[src/rtl/arb_pkg.sv]
// Shared types and sizing for the round-robin arbiter and its picker.
package arb_pkg;
    typedef enum logic {IDLE = 1'b0, BUSY = 1'b1} arb_state_t;
    localparam int ARB_N     = 8;
    localparam int ARB_IDX_W = $clog2(ARB_N);
endpackage

[src/rtl/rr_pick.sv]
// Combinational circular priority picker: first set request at or after the pointer.
module rr_pick
    import arb_pkg::*;
#(
    parameter int N = ARB_N,
    localparam int IW = $clog2(N)
) (
    input  logic [N-1:0]  i_req,
    input  logic [IW-1:0] i_ptr,
    output logic [N-1:0]  o_pick_oh,
    output logic [IW-1:0] o_pick_idx
);
    logic [2*N-1:0] w_dbl;
    logic           w_found;

    assign w_dbl = {i_req, i_req};

    // The upper copy covers the wrap-around, so a linear scan from ptr is circular.
    always_comb begin
        w_found    = 1'b0;
        o_pick_oh  = '0;
        o_pick_idx = '0;
        for (int i = 0; i < 2 * N; i++) begin
            if (!w_found && (i >= int'(i_ptr)) && w_dbl[i]) begin
                w_found          = 1'b1;
                o_pick_idx       = IW'(i % N);
                o_pick_oh[i % N] = 1'b1;
            end
        end
    end
endmodule

[src/rtl/rr_arbiter_8.sv]
// Round-robin arbiter with registered one-hot grant, done/abandon/timeout release.
module rr_arbiter_8
    import arb_pkg::*;
#(
    parameter int N       = ARB_N,
    parameter int TIMEOUT = 16,
    localparam int IW     = $clog2(N)
) (
    input  logic        clk,
    input  logic        rst,
    input  logic [N-1:0] req,
    input  logic        done,
    output logic [N-1:0] gnt,
    output logic        gnt_valid,
    output logic        timeout,
    output arb_state_t  dbg_state
);
    localparam int CNT_W = (TIMEOUT < 2) ? 1 : $clog2(TIMEOUT);
    localparam logic [CNT_W-1:0] CNT_LAST = CNT_W'((TIMEOUT == 0) ? 0 : TIMEOUT - 1);

    arb_state_t      r_state;
    logic [IW-1:0]   r_ptr;
    logic [IW-1:0]   r_owner;
    logic [CNT_W-1:0] r_cnt;
    logic [N-1:0]    r_gnt;
    logic            r_gnt_valid;
    logic            r_timeout;
    logic [N-1:0]    w_pick_oh;
    logic [IW-1:0]   w_pick_idx;
    logic [IW-1:0]   w_ptr_next;
    logic            w_tmo_hit;

    rr_pick #(.N(N)) u_pick (
        .i_req      (req),
        .i_ptr      (r_ptr),
        .o_pick_oh  (w_pick_oh),
        .o_pick_idx (w_pick_idx)
    );

    assign w_ptr_next = (r_owner == IW'(N - 1)) ? '0 : r_owner + 1'b1;
    assign w_tmo_hit  = (TIMEOUT != 0) && (r_cnt == CNT_LAST);

    always_ff @(posedge clk) begin
        if (rst) begin
            r_state     <= IDLE;
            r_ptr       <= '0;
            r_owner     <= '0;
            r_cnt       <= '0;
            r_gnt       <= '0;
            r_gnt_valid <= 1'b0;
            r_timeout   <= 1'b0;
        end else begin
            r_timeout <= 1'b0;
            case (r_state)
                IDLE: begin
                    if (|req) begin
                        r_gnt       <= w_pick_oh;
                        r_owner     <= w_pick_idx;
                        r_gnt_valid <= 1'b1;
                        r_cnt       <= '0;
                        r_state     <= BUSY;
                    end
                end
                BUSY: begin
                    // Release priority: done, then abandoned request, then timeout.
                    if (done || !req[r_owner] || w_tmo_hit) begin
                        r_gnt       <= '0;
                        r_gnt_valid <= 1'b0;
                        r_ptr       <= w_ptr_next;
                        r_state     <= IDLE;
                        r_timeout   <= !done && req[r_owner];
                    end else if (r_cnt != '1) begin
                        r_cnt <= r_cnt + 1'b1;
                    end
                end
                default: r_state <= IDLE;
            endcase
        end
    end

    assign gnt       = r_gnt;
    assign gnt_valid = r_gnt_valid;
    assign timeout   = r_timeout;
    assign dbg_state = r_state;
endmodule
[config.mk]
export PLATFORM = sky130hd
export DESIGN_NAME = rr_arbiter_8
export DESIGN_NICKNAME = d
export VERILOG_FILES = /design/src/rtl/arb_pkg.sv /design/src/rtl/rr_pick.sv /design/src/rtl/rr_arbiter_8.sv
export SDC_FILE = /design/constraint.sdc
export NUM_CORES = 1
export LEC_CHECK = 0
export CAP_MARGIN = 10
export CORE_MARGIN = 4
export CORE_UTILIZATION = 55
export DETAILED_ROUTE_END_ITERATION = 6
export DONT_BUFFER_PORTS = 1
export PLACE_DENSITY = 0.74
export SYNTH_ARGS = -nofsm -noshare
export SYNTH_HDL_FRONTEND = slang
export SYNTH_SLANG_ARGS = --single-unit
export TNS_END_PERCENT = 30
[constraint.sdc]
create_clock -name clk -period 2 [get_ports clk]
set_input_delay 0.4 -clock clk [delete_from_list [all_inputs] [get_ports clk]]
set_output_delay 0.4 -clock clk [all_outputs]
set_load 0.005 [all_outputs]
==> results.py, run 1 <==
metrics = {
    "status": {
        "status": "completed",
    },
    "placement": {
        "hpwl_mm": 2.45,
        "dp.cells": 184,
        "routabilityCongestion": 0.884,
        "port_buffers": 0,
        "placed_cell_area_sq_mm": 0.00139,
    },
    "cells_and_area": {
        "final_area_sq_mm": 0.00142,
        "final_cells": 188,
        "area_growth_pct": 5.78,
        "num-nets-final": 175,
        "n_antenna_cell": 0,
        "drive_gt1_share_pct": 13.1,
        "post-route-util_pct": 62.4,
    },
    "logic_synthesis": {
        "synth_area_leaders": "dfxtp_1 31%, nor2_1 5.9%, mux2i_1 4.5%",
        "yosysSeqAreaShare_pct": 31.3,
        "synthArstFlopShare_pct": 0,
        "yosysTopAreaCell": "dfxtp_1",
        "ys_ff_latch": 21,
        "syn_inst": 156,
        "syn-num-nets": 170,
        "yosysWarnings": 0,
        "syn_area_per_cell_sq_um": 8.61,
        "netlist_area_sq_mm": 0.00134,
        "synth-edff-count": 0,
        "synth_top_area_share_pct": 31.3,
        "synth_top_flop_cell": "dfxtp_1",
        "yosysUniqueCellTypes": 49,
        "synth_commonest_cells": "21 x dfxtp_1, 21 x nor2_1, 9 x o21ai_0",
    },
    "global_routing": {
        "busiest_layer": "met2",
        "antenna_found_initial": 0,
        "overflow": 0,
        "grt.met1_usage_pct": 24.5,
        "global_route.usage.met2_pct": 34.0,
        "grt_first_pass_wirelength_mm": 5.35,
        "grt_max_degree": 15,
        "grt_pass1_vias": 1167,
        "met3_usage_pct": 6.11,
        "grt_usage_pct": 20.5,
    },
    "clocking": {
        "cts.path.max_buffers": 2,
        "cts_root_buf": "clkbuf_4",
        "cts_resized": 0,
        "clk_latency_ns": 0.32,
        "cts_buffers": 3,
        "hold_buffers": 0,
        "clock-sinks": 21,
        "cts_setup_buffers": 0,
        "cts_tree": "yes",
        "clk_pin_slew_ns": 0.13,
        "htreeDepth": 1,
    },
    "die": {
        "die_h_um": 57.4,
        "ios": 22,
        "core_area_sq_mm": 0.00228,
        "num_rows": 17,
        "dieArea_sq_mm": 0.00330,
        "initial_core_util_pct": 59.0,
        "die_width_um": 57.4,
    },
    "power_and_ir_drop": {
        "ir_drop_uv": 601,
        "power_uw": 882,
        "powerDensity_mw_per_mm2": 621,
        "p_leak_uw": 0.000502,
    },
    "timing": {
        "relSlewSlack_pct": 68.2,
        "finalCriticalPeriod_ns": 1.88,
        "drv_slew": 0,
        "fin_setup_tns_ns": 0,
        "finClkSkew_ns": 0.00546,
        "max_slew.worst_pin.slew_ns": 0.470,
        "max_freq_ghz": 0.531,
        "hold_viol_final": 0,
        "finalCritPeriodShare_pct": 94.2,
        "rsz0062_at_grt": "false",
        "setup_viol": 0,
    },
    "detailed_routing": {
        "wirelength_mm": 3.16,
        "dr.first_iter.drc_count": 40,
        "drc": 0,
        "wl_per_cell_um": 16.8,
        "ant_nets": 0,
        "firstDrtPassIters": 4,
        "avgViaCountPerCell": 6.49,
        "num_vias": 1220,
    },
    "critical_path": {
        "critPathMaxFanout": 8,
        "critPathMaxStageDelay_ns": 0.51,
        "path_cells": "mux2i_1, a221oi_4, nand4_4, or3_1, a21oi_1",
        "reg2regPathDepth": 5,
        "cp_slowest_cell": "dfxtp_1",
        "critPathTopFamily": "simple AND/OR/NAND/NOR gates",
        "crit_required_ns": 2.26,
        "rr_endpoint": "r_cnt[3]",
        "timing.rr.start": "r_owner[0]",
        "reg2reg_slack_ns": 0.12,
        "startpoint_type": "register",
        "crit_path_end_kind": "register",
        "worst-path-buf-inv": 0,
        "crit_type": "reg -> reg",
        "cp.arrival_ns": 2.14,
    },
    "worst_hold_path": {
        "min-delay-start": "rst",
        "min_to": "dbg_state",
        "whs_path_depth": 1,
        "hold_class": "in -> reg",
    },
    "job": {
        "max-cap-violations": 0,
    },
}
[worst max path at each step]
| stage | from | to | slack (ns) | depth (start not counted) |
|---|---|---|---|---|
| after global routing | r_owner[0] | r_cnt[3] | 0.007 | 5 |
| after detailed placement | r_owner[0] | r_cnt[3] | 0.12 | 5 |
| after CTS | r_owner[0] | r_cnt[3] | 0.1 | 5 |
| after floorplan | req[4] | r_cnt[3] | 0.22 | 6 |
| final | r_owner[0] | r_cnt[3] | 0.12 | 5 |
| after global placement | r_owner[0] | r_cnt[3] | 0.22 | 5 |
[worst register-to-register path: stages (launching register included)]
cell      delay [ns]
dfxtp_1         0.51
mux2i_1         0.18
a221oi_4        0.42
nand4_4         0.20
or3_1           0.38
a21oi_1         0.14
[sequential cells by signal, indices dropped and copies added (netlist names)]
signal     flops
gnt            8
r_cnt          4
r_owner        3
r_ptr          3
dbg_state      1
gnt_valid      1
timeout        1
[routing by layer]
layer	up-vias	share of wire (%)
li1	590	-
met4	0	0.79
met5	-	0
met2	53	47
met3	2	9.1
met1	575	43
[layout by cell type (no fill, tap or decap), drive strengths merged, types with 2 or more instances in the layout]
master	netlist	layout
mux2i	6	6
buf	5	8
a211oi	2	2
nand2b	4	4
or3	2	2
o21ai	9	9
nand3b	2	2
a41oi	2	2
o2bb2ai	4	4
inv	5	5
a311oi	3	3
ha	3	3
a31oi	5	5
a21oi	7	7
nand3	6	6
dfxtp	21	21
nand2	6	6
a32o	2	2
nor2	22	22
nor3	5	5
a2bb2oi	3	3
clkbuf	3	3
nor2b	7	7
o211ai	2	2
and2	3	3
[cell type report]
cell class                      count  area [sq um]
Clock buffer                        3          22.5
Clock inverter                      1          5.00
Fill cell                         213           856
Inverter                            5          18.8
Multi-Input combinational cell    122           858
Sequential cell                    21           420
Tap cell                           28          35.0
Timing Repair Buffer                8          60.1
[per-stage QoR]
stage	hold slack, ns	setup slack (ns)
CTS	0.118	0.0971
floorplan	0.456	0.219
finish	0.128	0.116
detailed placement	0.473	0.121
global placement	0.472	0.218
global route	0.101	0.00659
[cells by family after synthesis]
logic type | Yosys count | share of synthesized area (%)
buf+inv | 13 | 4.75
flops | 21 | 31.3
fa+ha+maj | 3 | 2.80
mux | 7 | 5.31
compound gates | 48 | 29.1
simple gates | 64 | 26.7
[where the power goes]
| group | switching [uW] | internal (uW) |
|---|---|---|
| sequential | 30.4 | 441 |
| combinational | 105 | 90.3 |
| clock | 141 | 74.9 |
Note: power is estimated with default switching activity, not from simulation.
==> run 2: changes to the inputs <==
- CTS_CLUSTER_SIZE: not set -> 40
- RECOVER_POWER: not set -> 50
- SYNTH_HIERARCHICAL: not set -> 1
==> run 2 against run 1 <==
Clock-buffer cell count is the same. Sequential share of layout area shrank 1.6 points. Critical path depth increased by 2. Die area up 9.4%. Utilization is 2.4 points lower. Wire length up 5.4%. Non-clock buffer count is 6 lower. Cell area grew 6.5%. Via count rose by 4.0%. Power decreased by 3.4%. Critical path type unchanged. Largest cell class unchanged.
==> results.py, run 2 <==
metrics = {
    "timing": {
        "rsz0062_at_grt": "false",
        "max_freq_ghz": 0.531,
        "max_slew.worst_pin.slew_ns": 0.786,
        "hold_viol_final": 0,
        "finalCritPeriodShare_pct": 94.2,
        "finClkSkew_ns": 0.00539,
        "drv_slew": 0,
        "finalCriticalPeriod_ns": 1.88,
        "fin_setup_tns_ns": 0,
        "relSlewSlack_pct": 47.6,
        "setup_viol": 0,
        "layout_setup_ws_ns": 0.117,
    },
    "logic_synthesis": {
        "netlist_area_sq_mm": 0.00149,
        "ys_ff_latch": 21,
        "yosysMostFrequentCell": "dfxtp_1",
        "syn-num-nets": 189,
        "synth_top_family_by_area": "simple AND/OR/NAND/NOR gates",
        "yosysWarnings": 6,
        "synth_top_flop_cell": "dfxtp_1",
        "yosysSeqAreaShare_pct": 28.2,
        "synth_compound_area_share_pct": 26.9,
        "synth_area_leaders": "dfxtp_1 28%, nand3b_1 8.1%, nand2b_1 4.2%",
        "yosysUniqueCellTypes": 53,
        "synth-edff-count": 0,
        "synth_top_area_share_pct": 28.2,
        "synthArstFlopShare_pct": 0,
        "synth_adder_area_share_pct": 2.52,
        "synth_commonest_cells": "21 x dfxtp_1, 16 x nand3b_1, 13 x nand2_1",
        "yosys.area_share.xor_xnor_pct": 0,
        "yosysTopAreaCell": "dfxtp_1",
        "syn_area_per_cell_sq_um": 8.52,
        "syn_inst": 175,
        "synth_simple_gate_area_share_pct": 32.6,
        "muxShareOfSynthArea_pct": 4.79,
    },
    "power_and_ir_drop": {
        "p_leak_uw": 0.000524,
        "ir_drop_uv": 646,
        "powerDensity_mw_per_mm2": 564,
    },
    "critical_path": {
        "crit_top_cell": "nand2_1",
        "cp.arrival_ns": 2.13,
        "crit_required_ns": 2.25,
        "critPathMaxStageDelay_ns": 0.49,
        "path_cells": "nand3_1, a21oi_2, nand2_1, o41ai_2, or3_1, nand2_1, a21oi_1",
        "critPathMaxFanout": 8,
        "cp_slowest_cell": "dfxtp_1",
        "startpoint_type": "register",
        "crit_type": "reg -> reg",
        "crit_path_end_kind": "register",
    },
    "placement": {
        "routabilityCongestion": 0.892,
        "hpwl_mm": 2.46,
        "dp_slack_ns": 0.0501,
        "port_buffers": 0,
    },
    "die": {
        "ios": 22,
        "die_width_um": 60.1,
        "die_h_um": 60.1,
        "num_rows": 18,
        "initial_core_util_pct": 59.1,
        "core_area_sq_mm": 0.00252,
        "dieArea_sq_mm": 0.00361,
    },
    "global_routing": {
        "grt_first_pass_wirelength_mm": 5.65,
        "grt_max_degree": 37,
        "overflow": 0,
        "grt_usage_pct": 20.2,
        "grt_pass1_vias": 1284,
        "antenna_found_initial": 0,
    },
    "detailed_routing": {
        "wl_met1_mm": 1.61,
        "num_vias": 1269,
        "avgViaCountPerCell": 6.31,
        "dr.first_iter.drc_count": 61,
        "ant_nets": 0,
        "wl_per_cell_um": 16.6,
        "dr_wl_met2_mm": 1.46,
        "top_layer": "met4",
        "firstDrtPassIters": 4,
        "wl_met3_um": 233,
        "drc": 0,
        "wirelength_mm": 3.33,
    },
    "cells_and_area": {
        "area_growth_pct": 1.51,
        "layout.cells.most_common": "dfxtp_1",
        "fillers": 229,
        "num-nets-final": 186,
        "largest_reg_flops": 8,
        "n_antenna_cell": 0,
        "drive_gt1_share_pct": 13.5,
        "final_cell_mix": "19 x dfxtp_1, 16 x nand3b_1, 13 x nand2_1, 10 x nor2_1, 10 x nand2b_1",
    },
    "job": {
        "max-cap-violations": 0,
    },
    "clocking": {
        "cts_root_buf": "clkbuf_4",
        "clk_pin_slew_ns": 0.13,
        "cts.path.max_buffers": 2,
        "clock-sinks": 21,
        "clk_latency_ns": 0.31,
        "hold_buffers": 0,
        "cts_tree": "yes",
        "cts_buffers": 3,
        "htreeDepth": 1,
    },
    "status": {
        "status": "completed",
    },
    "worst_hold_path": {
        "hold_class": "in -> reg",
    },
}
run 2: cell count changes after synthesis, sizes merged, moves of 4 or more:
| cell | change |
|---|---|
| nand3b | +14 |
| nor2 | -12 |
| nand2 | +7 |
| nand2b | +6 |
| o2bb2ai | -4 |
run 2: where the power goes:
group / total (uW) / switching (uW) / internal (uW) / leakage [uW]
sequential: 462 / 25.6 / 437 / 0.000172
clock: 218 / 144 / 74.6 / 0.0000177
combinational: 172 / 93.6 / 78.3 / 0.000335
total: 853 / 263 / 589 / 0.000524
run 2: per-stage QoR:
| stage | utilization [%] | area [sq um] | total power [uW] | hold WS (ns) | cells |
|---|---|---|---|---|---|
| after floorplan | - | 1490 | 622 | 0.449 | 175 |
| after global placement | 58.8 | 1480 | 636 | 0.475 | 197 |
| after global routing | 60.0 | 1510 | 890 | 0.132 | 201 |
| after CTS | 59.9 | 1510 | 851 | 0.140 | 201 |
| after detailed placement | 58.8 | 1480 | 641 | 0.476 | 197 |
| final | 60.0 | 1510 | 853 | 0.146 | 201 |
run 2: logic make-up (layout without fill, tap and decap cells):
kind of cell / Yosys count / in the layout
buf+inv: 14 / 10
fa+ha+maj: 3 / 3
mux: 7 / 7
simple gates: 83 / 83
compound gates: 47 / 47
flops: 21 / 21
run 2: area by class of cell:
| cell class | count | area (sq um) | share of cell area (%) |
|---|---|---|---|
| Clock buffer | 3 | 22.5 | 1.49 |
| Timing Repair Buffer | 2 | 15.0 | 0.993 |
| Multi-Input combinational cell | 140 | 995 | 65.8 |
| Tap cell | 30 | 37.5 | 2.48 |
| Sequential cell | 21 | 423 | 28.0 |
| Inverter | 4 | 15.0 | 0.993 |
| Clock inverter | 1 | 5.00 | 0.331 |
run 2: worst paths after layout:
path,startpoint,to,slack (ns),depth (start not counted)
worst max-delay path,r_ptr[0],r_owner[0],0.12,7
worst min-delay path,rst,r_owner[0],0.15,1
worst max register to register,r_ptr[0],r_owner[0],0.12,7
worst min register to register,gnt[6],gnt[6],0.51,2
run 2: per-layer routing:
layer	vias to the layer above	GRT usage, %
li1	646	-
met1	585	28.0
met2	34	30.7
met3	4	5.40
met4	0	5.38
met5	-	0
run 2: timing repair:
action / CTS / global route
gates resized for setup: 0 / 2
buffers inserted: 0 / 0
setup endpoints to repair: 0 / 3
run 2: worst max-delay path: cells and delay by family (launching register included):
kind | cells | cell delay (ns)
and+or+nand+nor | 4 | 0.58
DFF | 1 | 0.49
AOI/OAI and AO/OA | 3 | 0.76
